--- src/rtl/arith_pkg.sv ---
// Shared arithmetic definitions: the add/subtract mode encoding used by the
// add/sub datapath and its bus interface.
package arith_pkg;

  typedef enum logic {
    MODE_ADD = 1'b0,
    MODE_SUB = 1'b1
  } mode_t;

endpackage

--- src/rtl/add_sub_unit_if.sv ---
// Operand/result bundle for add_sub_unit; the master issues operations and the
// slave (the unit) returns registered results.
interface add_sub_unit_if #(
  parameter int WIDTH = 1
);
  import arith_pkg::*;

  logic             in_valid;
  mode_t            mode;
  logic [WIDTH-1:0] a;
  logic [WIDTH-1:0] b;
  logic             cin;
  logic [WIDTH-1:0] x;
  logic             y;
  logic             ovf;
  logic             out_valid;

  modport master (
    output in_valid, mode, a, b, cin,
    input  x, y, ovf, out_valid
  );

  modport slave (
    input  in_valid, mode, a, b, cin,
    output x, y, ovf, out_valid
  );

endinterface

--- src/rtl/add_sub_unit_full_add_cell.sv ---
// One-bit combinational full adder, the building block of the ripple chain.
module full_add_cell (
  input  logic a,
  input  logic b,
  input  logic ci,
  output logic s,
  output logic co
);

  assign s  = a ^ b ^ ci;
  assign co = (a & b) | (a & ci) | (b & ci);

endmodule

--- src/rtl/add_sub_unit.sv ---
// Registered ripple-carry adder/subtractor with carry/borrow in/out and signed
// overflow; results appear one cycle after a valid operand capture.
module add_sub_unit
  import arith_pkg::*;
#(
  parameter int WIDTH = 1
) (
  input  logic          clk,
  input  logic          rst_n,
  add_sub_unit_if.slave bus
);

  logic [WIDTH-1:0] b_eff;
  logic [WIDTH-1:0] sum;
  logic [WIDTH:0]   carry;
  logic             is_sub;

  logic [WIDTH-1:0] x_d, x_q;
  logic             y_d, y_q;
  logic             ovf_d, ovf_q;
  logic             out_valid_d, out_valid_q;

  // Subtraction runs as a + ~b + ~cin so one adder chain serves both modes.
  assign is_sub   = (bus.mode == MODE_SUB);
  assign b_eff    = is_sub ? ~bus.b : bus.b;
  assign carry[0] = is_sub ? ~bus.cin : bus.cin;

  for (genvar gi = 0; gi < WIDTH; gi++) begin : g_chain
    full_add_cell u_cell (
      .a  (bus.a[gi]),
      .b  (b_eff[gi]),
      .ci (carry[gi]),
      .s  (sum[gi]),
      .co (carry[gi+1])
    );
  end

  // Held outputs only ever reload from the chain on a valid cycle, so X on idle
  // operands cannot leak into them.
  always_comb begin
    x_d         = x_q;
    y_d         = y_q;
    ovf_d       = ovf_q;
    out_valid_d = bus.in_valid;
    if (bus.in_valid) begin
      x_d   = sum;
      y_d   = is_sub ? ~carry[WIDTH] : carry[WIDTH];
      ovf_d = carry[WIDTH] ^ carry[WIDTH-1];
    end
  end

  always_ff @(posedge clk or negedge rst_n) begin
    if (!rst_n) begin
      x_q         <= '0;
      y_q         <= 1'b0;
      ovf_q       <= 1'b0;
      out_valid_q <= 1'b0;
    end else begin
      x_q         <= x_d;
      y_q         <= y_d;
      ovf_q       <= ovf_d;
      out_valid_q <= out_valid_d;
    end
  end

  assign bus.x         = x_q;
  assign bus.y         = y_q;
  assign bus.ovf       = ovf_q;
  assign bus.out_valid = out_valid_q;

endmodule

--- src/flat_wrapper.sv ---
// flat-port wrapper written by rule: the top's interface ports become plain ports
module add_sub_unit_flat import arith_pkg::*;
#(
  parameter int WIDTH = 1
)
  (clk, rst_n, bus_in_valid, bus_mode, bus_a, bus_b, bus_cin, bus_x, bus_y, bus_ovf, bus_out_valid);
  add_sub_unit_if #(.WIDTH(WIDTH)) bus_i ();
  input  logic clk;
  input  logic rst_n;
  input wire logic [$bits(bus_i.in_valid)-1:0] bus_in_valid;
  input wire logic [$bits(bus_i.mode)-1:0] bus_mode;
  input wire logic [$bits(bus_i.a)-1:0] bus_a;
  input wire logic [$bits(bus_i.b)-1:0] bus_b;
  input wire logic [$bits(bus_i.cin)-1:0] bus_cin;
  output wire logic [$bits(bus_i.x)-1:0] bus_x;
  output wire logic [$bits(bus_i.y)-1:0] bus_y;
  output wire logic [$bits(bus_i.ovf)-1:0] bus_ovf;
  output wire logic [$bits(bus_i.out_valid)-1:0] bus_out_valid;
  assign bus_i.in_valid = bus_in_valid;
  assign bus_i.mode = bus_mode;
  assign bus_i.a = bus_a;
  assign bus_i.b = bus_b;
  assign bus_i.cin = bus_cin;
  assign bus_x = bus_i.x;
  assign bus_y = bus_i.y;
  assign bus_ovf = bus_i.ovf;
  assign bus_out_valid = bus_i.out_valid;
  add_sub_unit #(.WIDTH(WIDTH)) u_core (.clk(clk), .rst_n(rst_n), .bus(bus_i));
endmodule
--- config.mk ---
export PLATFORM = sky130hd
export DESIGN_NAME = add_sub_unit_flat
export DESIGN_NICKNAME = d
export VERILOG_FILES = /design/src/rtl/arith_pkg.sv /design/src/rtl/add_sub_unit_if.sv /design/src/rtl/add_sub_unit_full_add_cell.sv /design/src/rtl/add_sub_unit.sv /design/src/flat_wrapper.sv
export SDC_FILE = /design/constraint.sdc
export NUM_CORES = 1
export LEC_CHECK = 0
export ABC_AREA = 1
export BUFFER_PORTS_ARGS = -buffer_cell sky130_fd_sc_hd__buf_2
export CORE_AREA = 3 3 40 42
export CTS_CLUSTER_SIZE = 10
export DETAILED_ROUTE_END_ITERATION = 10
export DIE_AREA = 0 0 43 45
export GPL_ROUTABILITY_DRIVEN = 0
export REMOVE_ABC_BUFFERS = 1
export SLEW_MARGIN = 10
export SYNTH_ARGS = -nofsm -noshare
export SYNTH_HDL_FRONTEND = slang
export SYNTH_SLANG_ARGS = --single-unit
--- constraint.sdc ---
create_clock -name clk -period 0.8 [get_ports clk]
set_input_delay 0.16 -clock clk [delete_from_list [all_inputs] [get_ports clk]]
set_output_delay 0.16 -clock clk [all_outputs]
set_load 0.03 [all_outputs]
==> impl_metrics.tcl, run 1 <==
set metrics [dict create \
    drv_cap 0 \
    via_count 211 \
    pre_cts_slack_ns -0.508 \
    grt_max_degree 7 \
    finalNonFillerCells 55 \
    hp-class "input pin to flip-flop" \
    startpoint_type "input pin" \
    endpoint_kind "flip-flop" \
    yosysSeqAreaShare_pct 47.6 \
    clock_latency_ns 0.23 \
    synth_top_cell_area_share_pct 47.6 \
    synth_top_cell_by_area "dfrtp_1" \
    finalMaxSlewViolations 0 \
    drcViolationCount 0 \
    layout_setup_ws_ns -0.187 \
    grt_overflow 0 \
    grt_usage_pct 5.27 \
    r2r_slack_ns 0.14 \
    grt_pass1_wl_um 683 \
    wl_per_cell_um 8.02 \
    synthTopCellsByArea "dfrtp_1 48%, nand2_1 16%, fa_1 9.5%, xor2_1 8.3%, nand3_1 4.8%" \
    finalWirelength_um 441 \
    crit_chain "buf_6 > xor2_2 > fa_2 > inv_2 > nand2_1 > nand3_1 > nand3_1 > nand2_1" \
    cp-endpoint "u_core.bus.ovf$_DFFE_PN0P_" \
    worst_r2r_endpoint "u_core.bus.y$_DFFE_PN0P_" \
    synthArstFlopShare_pct 100 \
    final_nets 50 \
    worstSetupPathType "input pin to flip-flop" \
    period_share_pct 123 \
    worstHoldStart "bus_in_valid" \
    violations "setup timing" \
    fill_cells 141 \
    ys.flop_type "dfrtp_1" \
    sequentialPowerShare_pct 33.6 \
    worst_pin_slew_ns 0.176 \
    swShare_pct 30.2 \
    finalClockSkew_ns 0 \
    ys_warn_count 0 \
    antenna_cells 0 \
    cts_tree "built" \
    timing.hold.ws_ns 0.115 \
    rows 13 \
    postLayoutCoreUtil_pct 29.5 \
    max_freq_ghz 1.01 \
    first_iter_violations 6 \
    drive_above_1_share_pct 52.5 \
    hold_viol_final 0 \
    start_util_pct 16.4 \
    critPathArrivalTime_ns 1.15 \
    cts_buffer_depth 2 \
    status "finished, violations left" \
    synth_edf_count 0 \
    clk_pin_slew_worst_paths_ns 0.04 \
    powerDensity_nw_per_um2 1960 \
    yosysMostFrequentCell "nand2_1" \
    htree_num_levels 1 \
    period_minus_slack_ns 0.987 \
    firstDrtPassIters 2 \
    power.total_mw 0.742 \
    rsz0062_at_grt "yes" \
    synth_area_um2 210 \
    power_leakage_nw 0.191 \
    num_io_pins 11 \
    vias_per_cell 3.84 \
    syn_inst 24 \
    finalSetupViolations 7 \
    drtAntennaViolNets 0 \
    combPwrFrac_pct 34.2 \
    first_global_vias 194 \
    synth.distinct_cells 10 \
    syn_to_final_growth_pct 80.4 \
    cp_slowest_cell "fa_2" \
    io_buffer_count 10 \
    die_area_um2 1940 \
    relSlewSlack_pct 88.2 \
    die_w_um 43 \
    reg2reg_from "u_core.bus.y$_DFFE_PN0P_" \
    cpPeakStageDelay_ns 0.39 \
    cts_root_buffer "clkbuf_4" \
    cts_buffers 3 \
    required_ns 0.97 \
    dp.cells 51 \
    p_sw_mw 0.224 \
    reg2regPathDepth 2 \
    clock_sinks 4 \
    die_h_um 45 \
    p_int_mw 0.518 \
    fp.coreArea_um2 1280 \
    cts_setup_buffers 0 \
    startpoint "bus_b" \
    grt_antenna_before_repair 0 \
    avgSynthCellArea_um2 8.76 \
    yosys-top-cells-count "9 x nand2_1, 4 x dfrtp_1, 2 x inv_1, 2 x nand3_1, 2 x xor2_1" \
    p_clk_share_pct 32.2 \
    vdd_drop_max_v 0.000509 \
    synth_seq_cells 4 \
    critical_path.max_fanout 3 \
]
cells by family (layout without fill, tap and decap cells):
| group | Yosys count | count (layout) | share of synthesized area, % |
|---|---|---|---|
| XOR/XNOR | 2 | 2 | 8.33 |
| AND/OR/NAND/NOR | 13 | 13 | 26.2 |
| AO/OA/AOI/OAI | 1 | 1 | 2.98 |
| buffers and inverters | 3 | 19 | 5.36 |
| flip-flops | 4 | 4 | 47.6 |
| adder cells (fa/ha/maj) | 1 | 1 | 9.52 |
per-layer routing:
layer | part of all wire [%] | GRT usage, %
met1 | 40 | 6.11
met4 | 4.1 | 7.23
met5 | 0 | 0
met2 | 44 | 6.89
met3 | 12 | 1.20
flip-flops by register name, summed over array words and instances (netlist names):
name and count:
u_core.bus.out_valid 1, u_core.bus.x 1, u_core.bus.y 1, u_core.bus.ovf 1
cells in the final DEF (no fill, tap or decap), types with 2 or more instances in the layout:
cell      n
buf_4     2
nand2_2   2
nand2_1   7
nand3_1   2
buf_2     4
clkbuf_4  3
dfrtp_1   4
buf_6     6
inv_2     2
worst min-delay path by stage:
stage,end,slack [ns],cells after the start
after global placement,u_core.bus.out_valid$_DFF_PN0_,-0.03,1
after floorplan,u_core.bus.out_valid$_DFF_PN0_,-0.14,0
after detailed placement,u_core.bus.x$_DFFE_PN0P_,-0.03,1
final,u_core.bus.out_valid$_DFF_PN0_,0.12,1
after CTS,u_core.bus.out_valid$_DFF_PN0_,0.11,1
after global routing,u_core.bus.out_valid$_DFF_PN0_,0.11,1
worst max-delay path, delay by kind of cell:
kind,cells,cell delay [ns]
simple gates,4,0.25
xor+xnor,1,0.17
fa+ha+maj,1,0.39
buf+inv,2,0.17
per-stage QoR:
stage	cell area (um2)	setup TNS (ns)
detailed placement	294	-1.36
CTS	379	-0.923
global placement	294	-1.34
floorplan	210	-0.792
finish	379	-0.818
global route	379	-1.04
power by group through the flow:
stage	Sequential [mW]	Combinational, mW	Clock, mW
after CTS	0.250	0.256	0.249
after detailed placement	0.245	0.200	0
after global placement	0.245	0.197	0
after floorplan	0.305	0.0642	0
final	0.249	0.254	0.239
after global routing	0.255	0.276	0.261
cell type report:
cell class | instances | area, um2 | share of cell area (%)
well taps | 15 | 18.8 | 4.95
repair buffers | 13 | 113 | 29.7
inverters | 3 | 11.3 | 2.97
flip-flops and latches | 4 | 100 | 26.4
multi-input cells | 17 | 114 | 30.0
clock buffers | 3 | 22.5 | 5.94
timing repair:
item / 4_1_cts / 5_1_grt
endpoints found under the hold margin: 4 / 0
gates resized for setup: 16 / 0
setup endpoints to repair: 7 / 7
pin swaps: 9 / 5
hold buffers: 1 / 0
Power figures use the tool's default switching activity.
==> run 2: changes to the inputs <==
Settings changed: REMOVE_ABC_BUFFERS 1 to unset.
==> run 2 against run 1 <==
  * The run still ends with setup timing left
  * Utilization grew 0.19 points
  * Highest routed layer unchanged
  * Routed wire length decreased by 4.3%
  * Final cell count is the same
  * First-iteration DRC count is 67% lower
  * Design area grew 0.66%
  * Clock power is essentially flat
==> impl_metrics.tcl, run 2 (same netlist as run 1, synthesis figures left out) <==
set metrics [dict create \
    status "finished, violations left" \
    violations "setup timing" \
    final_nets 50 \
    synthesis.nets 32 \
    pre_cts_slack_ns -0.458 \
    cts_buffer_depth 2 \
    endpoint_kind "flip-flop" \
    layout_setup_ws_ns -0.179 \
    finalWirelength_um 422 \
    power.total_mw 0.742 \
    cts_buffers 3 \
    vdd_drop_max_v 0.000388 \
    die_area_um2 1940 \
    period_minus_slack_ns 0.979 \
    wl_per_cell_um 7.67 \
    min_path_cells 1 \
    num_io_pins 11 \
    drv_cap 0 \
    max_freq_ghz 1.02 \
    io_buffer_count 10 \
    first_iter_violations 2 \
    syn_to_final_growth_pct 81.5 \
    grt_overflow 0 \
    r2r_slack_ns 0.14 \
    finalSetupViolations 7 \
    layout_common_cells "6 x nand2_1, 6 x buf_6, 4 x buf_2, 4 x dfrtp_1" \
    critical_path.max_fanout 3 \
    via_count 204 \
    required_ns 0.92 \
    cts_root_buffer "clkbuf_4" \
    grt_max_degree 7 \
    rsz0062_at_grt "yes" \
    finalMaxSlewViolations 0 \
    grt_usage_pct 5.79 \
    fin_area_um2 382 \
    firstDrtPassIters 2 \
    first_global_vias 224 \
    vias_per_cell 3.71 \
    reg2reg_from "u_core.bus.y$_DFFE_PN0P_" \
    grt_antenna_before_repair 0 \
    startpoint_type "input pin" \
    drive_above_1_share_pct 55.0 \
    die_w_um 43 \
    hold_end "u_core.bus.out_valid$_DFF_PN0_" \
    power_leakage_nw 0.192 \
    drcViolationCount 0 \
    grt_pass1_wl_um 793 \
    start_util_pct 16.4 \
    clock_sinks 4 \
    powerDensity_nw_per_um2 1950 \
    worst_pin_slew_ns 0.174 \
    period_share_pct 122 \
    clock_latency_ns 0.23 \
    timing.hold.ws_ns 0.119 \
    fp.coreArea_um2 1280 \
    worst_r2r_endpoint "u_core.bus.y$_DFFE_PN0P_" \
    antenna_cells 0 \
    finalClockSkew_ns 0 \
    clk_pin_slew_worst_paths_ns 0.03 \
    drtAntennaViolNets 0 \
    hp-class "input pin to flip-flop" \
    worstHoldStart "bus_in_valid" \
    cts_setup_buffers 0 \
    htree_num_levels 1 \
    die_h_um 45 \
    worstSetupPathType "input pin to flip-flop" \
    hold_viol_final 0 \
    relSlewSlack_pct 88.4 \
    place_area_um2 304 \
    rows 13 \
    reg2regPathDepth 2 \
    critPathArrivalTime_ns 1.10 \
    cts_tree "built" \
]
run 2: changes by cell type in the layout (fill, tap and decap cells not counted):
cell	previous run	this run
nand2_1	7	6
nand2_2	2	3
run 2: where the power goes:
| group | internal (mW) | total (mW) | switching, mW |
|---|---|---|---|
| Clock | 0.167 | 0.240 | 0.0730 |
| Sequential | 0.232 | 0.249 | 0.0173 |
| Combinational | 0.119 | 0.253 | 0.135 |
run 2: cell type report:
cell class	instances	area [um2]
tap	15	18.8
sequential	4	100
fill	132	903
multi-input combinational	17	116
clock buffer	3	22.5
timing repair buffer	13	113
inverter	3	11.3
run 2: worst max-delay path by stage:
stage,from,end,slack (ns),cells past startpoint
6_report,bus_b,u_core.bus.ovf$_DFFE_PN0P_,-0.18,7
4_1_cts,bus_b,u_core.bus.ovf$_DFFE_PN0P_,-0.21,7
5_1_grt,bus_b,u_core.bus.ovf$_DFFE_PN0P_,-0.26,8
3_3_place_gp,bus_mode,u_core.bus.ovf$_DFFE_PN0P_,-0.45,8
2_1_floorplan,bus_mode,u_core.bus.ovf$_DFFE_PN0P_,-0.26,6
3_5_place_dp,bus_mode,u_core.bus.ovf$_DFFE_PN0P_,-0.46,8
run 2: layer usage:
layer / routed length [um] / track usage (%) / share of wire, %
met5: 0 / 0 / 0
met4: 15 / 9.04 / 3.6
met3: 51 / 0 / 12
met2: 183 / 8.68 / 43
met1: 172 / 6.16 / 41
run 2: worst max-delay path: stages:
cell	delay [ns]
buf_6	0.09
xor2_2	0.17
fa_2	0.40
nand2_2	0.07
nand3_1	0.08
nand3_1	0.08
nand2_1	0.05
run 2: stage by stage:
| step | utilization (%) | cells | TNS, ns |
|---|---|---|---|
| final | 29.7 | 55 | -0.778 |
| after global routing | 29.7 | 55 | -1.05 |
| after CTS | 29.5 | 55 | -0.912 |
| after detailed placement | 23.7 | 51 | -1.24 |
| after global placement | 23.7 | 51 | -1.24 |
| after floorplan | - | 24 | -0.673 |
run 2: what timing repair did:
item	CTS	global route
pin swaps	7	4
gates resized for setup	14	1
cloned	0	0
endpoints found under the setup margin	7	7
hold buffers	1	0
hold endpoints to repair	4	0
